===== src/rtl/serial_adder_pkg.sv =====
// Shared definitions for the bit-serial adder: FSM state encoding and default operand width.
// No logic here; imported by the controller.
// No flow control involved.
package serial_adder_pkg;

    localparam int DEFAULT_WIDTH = 8;

    typedef enum logic [1:0] {
        ST_IDLE = 2'd0,
        ST_RUN  = 2'd1,
        ST_DONE = 2'd2
    } state_t;

endpackage


===== src/rtl/f_a.sv =====
// Single-bit full adder cell.
// Purely combinational, zero latency.
// No flow control.
module f_a (
    input  logic i_a,
    input  logic i_b,
    input  logic i_c_in,
    output logic o_sum,
    output logic o_carry
);

    assign o_sum   = i_a ^ i_b ^ i_c_in;
    assign o_carry = (i_a & i_b) | (i_c_in & (i_a ^ i_b));

endmodule


===== src/rtl/serial_adder_ctrl_dp.sv =====
// Serial adder datapath: operand shift registers, carry register, result shifter.
// One bit per step; result complete on the step flagged as last.
// No backpressure: i_load and i_step are obeyed unconditionally.
module serial_adder_ctrl_dp #(
    parameter int WIDTH = 8
) (
    input  logic             i_clk,
    input  logic             i_rst,
    input  logic             i_load,
    input  logic             i_step,
    input  logic             i_last,
    input  logic [WIDTH-1:0] i_a,
    input  logic [WIDTH-1:0] i_b,
    input  logic             i_c_in,
    output logic [WIDTH-1:0] o_sum,
    output logic             o_carry
);

    logic [WIDTH-1:0] a_sh;
    logic [WIDTH-1:0] b_sh;
    logic             carry_r;
    logic [WIDTH-1:0] sum_r;
    logic             carry_out_r;
    logic             fa_sum;
    logic             fa_carry;

    f_a u_f_a (
        .i_a     (a_sh[0]),
        .i_b     (b_sh[0]),
        .i_c_in  (carry_r),
        .o_sum   (fa_sum),
        .o_carry (fa_carry)
    );

    // Sum bits enter at the MSB and drift down, so after WIDTH steps bit i sits at sum_r[i].
    always_ff @(posedge i_clk or posedge i_rst) begin
        if (i_rst) begin
            a_sh        <= '0;
            b_sh        <= '0;
            carry_r     <= 1'b0;
            sum_r       <= '0;
            carry_out_r <= 1'b0;
        end else if (i_load) begin
            a_sh        <= i_a;
            b_sh        <= i_b;
            carry_r     <= i_c_in;
            sum_r       <= '0;
            carry_out_r <= 1'b0;
        end else if (i_step) begin
            a_sh    <= a_sh >> 1;
            b_sh    <= b_sh >> 1;
            carry_r <= fa_carry;
            sum_r   <= {fa_sum, sum_r[WIDTH-1:1]};
            if (i_last) begin
                carry_out_r <= fa_carry;
            end
        end
    end

    assign o_sum   = sum_r;
    assign o_carry = carry_out_r;

endmodule


===== src/rtl/serial_adder_ctrl.sv =====
// Bit-serial adder controller: accepts a start, adds LSB-first over WIDTH cycles, pulses o_done.
// Latency WIDTH edges from the accepting edge to o_done; back-to-back starts accepted on the o_done cycle.
// Starts arriving while busy are dropped, not queued.
module serial_adder_ctrl
    import serial_adder_pkg::*;
#(
    parameter int WIDTH = DEFAULT_WIDTH
) (
    input  logic             i_clk,
    input  logic             i_rst,
    input  logic             i_start,
    input  logic [WIDTH-1:0] i_a,
    input  logic [WIDTH-1:0] i_b,
    input  logic             i_c_in,
    output logic             o_busy,
    output logic             o_done,
    output logic [WIDTH-1:0] o_sum,
    output logic             o_carry
);

    localparam int CNT_W = $clog2(WIDTH);

    state_t           state;
    state_t           state_nxt;
    logic [CNT_W-1:0] bit_cnt;
    logic             accept;
    logic             step;
    logic             last;

    assign accept = i_start && ((state == ST_IDLE) || (state == ST_DONE));
    assign step   = (state == ST_RUN);
    assign last   = step && (bit_cnt == CNT_W'(WIDTH - 1));

    always_ff @(posedge i_clk or posedge i_rst) begin
        if (i_rst) begin
            state <= ST_IDLE;
        end else begin
            state <= state_nxt;
        end
    end

    always_comb begin
        state_nxt = state;
        case (state)
            ST_IDLE: if (i_start) state_nxt = ST_RUN;
            ST_RUN:  if (last)    state_nxt = ST_DONE;
            ST_DONE: state_nxt = i_start ? ST_RUN : ST_IDLE;
            default: state_nxt = ST_IDLE;
        endcase
    end

    always_comb begin
        o_busy = 1'b0;
        o_done = 1'b0;
        case (state)
            ST_RUN:  o_busy = 1'b1;
            ST_DONE: o_done = 1'b1;
            default: ;
        endcase
    end

    // Counter parks on its final value so it never wraps within an operation.
    always_ff @(posedge i_clk or posedge i_rst) begin
        if (i_rst) begin
            bit_cnt <= '0;
        end else if (accept) begin
            bit_cnt <= '0;
        end else if (step && !last) begin
            bit_cnt <= bit_cnt + CNT_W'(1);
        end
    end

    serial_adder_ctrl_dp #(
        .WIDTH (WIDTH)
    ) u_dp (
        .i_clk   (i_clk),
        .i_rst   (i_rst),
        .i_load  (accept),
        .i_step  (step),
        .i_last  (last),
        .i_a     (i_a),
        .i_b     (i_b),
        .i_c_in  (i_c_in),
        .o_sum   (o_sum),
        .o_carry (o_carry)
    );

endmodule

===== config.mk =====
export PLATFORM = sky130hd
export DESIGN_NAME = serial_adder_ctrl
export DESIGN_NICKNAME = d
export VERILOG_FILES = /design/src/rtl/serial_adder_pkg.sv /design/src/rtl/f_a.sv /design/src/rtl/serial_adder_ctrl_dp.sv /design/src/rtl/serial_adder_ctrl.sv
export SDC_FILE = /design/constraint.sdc
export NUM_CORES = 1
export LEC_CHECK = 0
export ABC_AREA = 1
export ABC_CLOCK_PERIOD_IN_PS = 1600
export CORE_MARGIN = 5
export CORE_UTILIZATION = 50
export CTS_CLUSTER_DIAMETER = 80
export CTS_CLUSTER_SIZE = 25
export DETAILED_ROUTE_END_ITERATION = 10
export PLACE_DENSITY_LB_ADDON = 0.12
export SLEW_MARGIN = 20
export SYNTH_ARGS = -nofsm -noshare
export SYNTH_HDL_FRONTEND = slang
export SYNTH_SLANG_ARGS = --single-unit
export TNS_END_PERCENT = 1

===== constraint.sdc =====
create_clock -name i_clk -period 1.6 [get_ports i_clk]
set_input_delay 0.16 -clock i_clk [delete_from_list [all_inputs] [get_ports i_clk]]
set_output_delay 0.16 -clock i_clk [all_outputs]
set_load 0.03 [all_outputs]

## Word-level counts from Yosys, hierarchy flattened

Cells that the tools add are included.
W data, S select, Z words.

- Logic and storage cells: 48
- Output and inout port bits: 11
- Input port bits: 20
- Bits in registers: 31

- Multiplexer cells: 19
- Bitwise gates (word level): 5
- Equal/unequal tests: 5
- Add/subtract/negate cells: 1
- Reductions and logical operators: 11

Operators with widths:

| kind | number |
|---|---|
| $mux W8 | 6 |
| $mux W1 | 8 |
| $mux W3 | 2 |
| $pmux W2 S3 | 1 |
| $reduce_bool A2 Y1 | 3 |
| $mux W2 | 2 |
| $reduce_and A2 Y1 | 2 |
| $add A3 B1 Y3 const B | 1 |
| $eq A3 B3 Y1 const B | 1 |
| $logic_and A1 B1 Y1 | 3 |
| $and A1 B1 Y1 | 2 |
| $eq A2 B1 Y1 const B | 1 |
| $eq A2 B2 Y1 const B | 1 |
| $logic_not A2 Y1 | 1 |
| $ne A2 B1 Y1 const B | 1 |
| $ne A2 B2 Y1 const B | 1 |
| $xor A1 B1 Y1 | 2 |
| $logic_not A1 Y1 | 1 |
| $logic_or A1 B1 Y1 | 1 |
| $or A1 B1 Y1 | 1 |

## Logic depth before layout (Yosys ltp)

- Word-level depth: 6
- Depth in mapped cells: 7
- Mapped depth without buffers: 6

## Hierarchy

Synthesis repeated with hierarchy kept, for this count alone.

- Cells, all modules: 171
- Area, all modules: 1463.9 µm²

By module, submodules not included:

| module | times used | area each (µm²) | sequential area each (µm²) | cells each |
|---|---|---|---|---|
| serial_adder_ctrl_dp | 1 | 1183.6 | 650.6 | 139 |
| serial_adder_ctrl | 1 | 260.2 | 125.1 | 31 |
| f_a | 1 | 20.0 | 0.0 | 1 |

## Worst setup path before layout

Ideal clock, no wire load.

- Path kind: reg2reg
- Start point: register bit_cnt[0]
- End point: register bit_cnt[0]
- Arrival: 1.072 ns
- Clock period less this slack: 1.190 ns
- Required time: 1.483 ns
- Cell stages (with the launch flop): 7
- Path buffers: 0
- Path slack: 0.410 ns
- Setup time: 0.117 ns
- Cell sequence: dfrtp_1 > ha_1 > ha_1 > inv_1 > nand3_1 > nand3_1 > nand2_1

- Word-level cells in the longest chain between the ends: 5
- Elaborated cells between the ends (all ways): 8
- Those cells by class: 1 x add/sub; 1 x eq/ne; 2 x mux; 4 x reduce/logical

RTL lines:

| what | RTL line | source |
|---|---|---|
| from (decl) | serial_adder_ctrl.sv:25 | `logic [CNT_W-1:0] bit_cnt;` |
| from (signal assigned) | serial_adder_ctrl.sv:69 | `bit_cnt <= bit_cnt + CNT_W'(1);` |
| parallel branches: the longest is 5 deep, another holds $add A3 B1 Y3 | - |  |

Parallel ways; which one is timed is not known. The select of a mux whose other input is x is not followed.
A chain may end at the register's enable or synchronous reset.

## Worst setup path after layout

- Start point: register u_dp.carry_out_r (netlist: u_dp.o_carry)
- End point: output port o_carry

RTL lines:

| what | RTL line | source |
|---|---|---|
| from (decl) | serial_adder_ctrl_dp.sv:23 | `logic carry_out_r;` |
| from (signal assigned) | serial_adder_ctrl_dp.sv:55 | `carry_out_r <= fa_carry;` |
| to (decl) | serial_adder_ctrl.sv:18 | `output logic o_carry` |

No word-level cell between the ends.

==> metrics list <==
- Hold Worst Slack: just over 0.2 ns
- Final Non-Filler Cells: between 200 and 250
- Fin Setup TNS: 0 ns
- HPWL Detailed: between 2000 and 2500 um
- Most common cell after layout, fill and taps aside: sky130_fd_sc_hd__nand2_1
- Diodes inserted: 0
* Initial antenna violation count: 0
* Cell count after synthesis: around 160
* Sequence of cells on the critical path: clkdlybuf4s50_1
- The netlist uses 19 different library cells.
* Clock buffer depth: 2
- Number of synthesized register bits: 31
- Clock latency on the worst-skew pair: 0.33 ns
- Commonest cells after routing, fill and taps aside: sky130_fd_sc_hd__nand2_1, sky130_fd_sc_hd__nand3_1, sky130_fd_sc_hd__dfrtp_1
- Ys Warns: 0
- Leftover overflow at the end of global routing: 0
* Post-detailed-route count of antenna-violating nets: 0
- Xor-xnor portion of the synthesized cell area: 0
* Peak ir drop on the vdd network: approximately 0.0013 V
- Number of buffers inserted during clock tree synthesis: 5
* Setup clock skew after layout: 0.00511 ns
* Largest fanout of any net on the critical path: 2
- Achievable Freq: 655 MHz
- The worst register-to-register path has a depth of 6.
* Per-instance average area after synthesis: around 9.0 sq um
- Setup violations remaining at the end of the flow were counted as 0.
- Die width: between 60 and 70 um
* Filler Cells Inserted: 263
* Iteration count of the initial detailed-routing pass: 4
* Cell chosen for the clock root: sky130_fd_sc_hd__clkbuf_4
- Sw Pwr: 1.44 mW
- Port bufs: 30
* Number of maximum-capacitance violations: 0
* Part of the power in the clock network: 0.148
- The analysis attributes to cell leakage a power of between 0.9 and 1 nW.
- Number of hold-slack violations in the final timing report: 0
- During I/O placement, the number of pins put on the boundary was 31.
- Clk sinks: 31
- Internal power of the cells: roughly 2.1 mW
- Least-Margin Pin Slew: approximately 0.38 ns
- Wire length of the first global-routing pass: between 5000 and 6000 um
- Mux cell area share after synthesis: 0
- Dividing the final minimum period by the clock period gives 0.954.
- After layout, the design draws a total of about 3.5 mW.
* Height of the chip: approximately 64 um
* Total track usage: 0.164
- Post-synth EDFFs: 0
- DR vias/cell: ~5.1
- Of the total synthesized cell area, the portion taken by full adders, half adders and majority gates is 0.0307.
* Worst setup path startpoint: u_dp.o_carry$_DFFE_PP0P_
- On the critical path, the stage with the largest delay is an instance of sky130_fd_sc_hd__clkdlybuf4s50_1.
* Number of placement rows: 19
* Placed cell count: 222
- For this configuration, the core starts out at a cell density of 0.528.
- Fin crit period: about 1.5 ns
* Worst setup path endpoint: o_carry
* Crit-path max cell delay: 0.67 ns
* Layout overhead on the synthesized area: 24.7%
* # nets final: 221
- Max_slew headroom: 0.743
- In the final routed layout, each cell accounts on average for 12.5 um.
- Vias in the first global route: around 1100
- Post-synthesis async set-or-reset flop share: 1.00
* Floorplan die area: 4120 sq um
- Post-DP Area: around 1800 sq um
* CP Buf/Inv Count: 1
* Required arrival time at the worst endpoint: around 1.4 ns
* Worst reg2reg setup slack: 0.31 ns
- The synthesized-area fraction occupied by ao, oa, aoi and oai cells was 0.0341.
- Relative contribution of combinational cells to total power: 0.470
* Arrival time of the worst setup path: approximately 1.4 ns
* PD cells: ~1900 nW/um^2
- The final count of pins violating max slew came to 0.
- Detailed routing inserted a total of around 1200 vias.
- After clock tree synthesis, the clock-pin slew on the worst setup and hold paths is about 0.09 ns.
- After detailed routing, the number of remaining DRC violations is 0.
* Mapped Nets: 186
* Category of cells accounting for the largest share of critical-path delay: buffers and inverters
- Critical path startpoint category: flip-flop
- TritonCTS built the clock tree.
- For this run, the register share of the synthesized area comes to 0.528.
- The H-tree was split into 2 levels.
- Placeable core region: between 2000 and 3000 sq um
- Outcome: complete, no violations
- Synthesized area: ~1500 sq um
- RSZ-0062 raised after global routing: no
- Final non-filler cell area: around 1800 sq um
- Destination of the worst register-to-register timing path: bit_cnt[1]$_DFFE_PP0P_
- Switching part of the total: 0.412
- By area, the combinational part of the netlist is dominated by simple AND/OR/NAND/NOR gates.
- The routed design has 2880 um of wire.
- Proportion of power drawn by flip-flops and latches: 0.382
- The worst setup path is captured at an output pin.
* Pin count of the biggest net entering global routing: 32
* Prevailing post-synth register cell: sky130_fd_sc_hd__dfrtp_1
- WP depth: 1
- Of the total synthesized cell area, the portion taken by AND, OR, NAND and NOR gates is 0.296.
* DR iter-0 viols: 93
- By startpoint and endpoint, the worst setup path is classified as reg -> out.
* Fraction of final layout cells sized beyond drive strength 1: 0.131
- The worst register-to-register path begins at bit_cnt[0]$_DFFE_PP0P_.
* Routability congestion estimate from global placement: 0.780
- The path class of the tightest hold or removal check is in -> async.
## synth_stat cells (2+ instances only)
cell type | count | share of area
sky130_fd_sc_hd__o21ai_0 | 3 | 0.010
sky130_fd_sc_hd__buf_4 | 2 | 0.010
sky130_fd_sc_hd__buf_6 | 3 | 0.023
sky130_fd_sc_hd__ha_1 | 2 | 0.017
sky130_fd_sc_hd__buf_8 | 2 | 0.020
sky130_fd_sc_hd__dfrtp_1 | 31 | 0.53
sky130_fd_sc_hd__nand2_1 | 51 | 0.13
sky130_fd_sc_hd__o21ai_2 | 4 | 0.024
sky130_fd_sc_hd__nand3_1 | 40 | 0.14
sky130_fd_sc_hd__nand3_2 | 2 | 0.014
sky130_fd_sc_hd__inv_1 | 14 | 0.036
sky130_fd_sc_hd__inv_2 | 2 | 0.0051
## worst min path at each step
stage	cells past startpoint	slack, ns	from	endpoint
after global routing	3	0.23	i_rst	u_dp.o_sum[2]$_DFFE_PP0P_
after floorplan	1	0.26	i_rst	bit_cnt[0]$_DFFE_PP0P_
final	3	0.21	i_rst	u_dp.a_sh[6]$_DFFE_PP0P_
after global placement	2	0.47	u_dp.a_sh[7]$_DFFE_PP0P_	u_dp.a_sh[6]$_DFFE_PP0P_
after CTS	3	0.21	i_rst	u_dp.a_sh[7]$_DFFE_PP0P_
after detailed placement	2	0.48	u_dp.b_sh[7]$_DFFE_PP0P_	u_dp.b_sh[6]$_DFFE_PP0P_
## metrics by stage
stage          utilization  setup slack, ns
2_1_floorplan            -            0.410
3_3_place_gp         0.631            0.246
3_5_place_dp         0.631            0.231
4_1_cts              0.655           0.0164
5_1_grt              0.659          0.00808
6_report             0.659           0.0740
## flip-flops by register name (all words and copies together), names as in the netlist
name / flops
bit_cnt: 3
u_dp.o_sum: 8
u_dp.b_sh: 8
u_dp.carry_r: 1
state: 2
u_dp.a_sh: 8
u_dp.o_carry: 1
## per-layer routing
| layer | global-route usage | wire, um | vias up |
|---|---|---|---|
| li1 | - | - | 592 |
| met1 | 0.214 | 1320 | 547 |
| met2 | 0.237 | 1340 | 35 |
| met3 | 0.0613 | 189 | 4 |
| met4 | 0.0840 | 38 | 0 |
| met5 | 0 | 0 | - |
## cell type report
type                    instances  area (sq um)  share of cell area
inverters                      16          60.1              0.0328
clock buffers                   8          68.8              0.0376
multi-input cells             107           529               0.289
well taps                      31          38.8              0.0212
repair buffers                 37           359               0.196
flip-flops and latches         31           776               0.423
## kinds of logic after synthesis
logic type | after synthesis
AOI/OAI and AO/OA | 7
adders and majority gates | 3
buffers and inverters | 25
DFF | 31
and+or+nand+nor | 97
## power groups by stage
stage / combinational (mW) / clock (mW) / sequential [mW]
after floorplan: 1.11 / 0 / 1.50
after global placement: 1.63 / 0 / 1.34
after detailed placement: 1.67 / 0 / 1.36
after CTS: 1.68 / 0.538 / 1.34
after global routing: 1.88 / 0.577 / 1.38
final: 1.65 / 0.518 / 1.34
## repair_timing
action | 4_1_cts | 5_1_grt
resized for setup | 1 | 5
setup buffers | 0 | 0
setup endpoints to repair | 1 | 5
hold buffers | 0 | 0
Power figures use the tool's default switching activity.
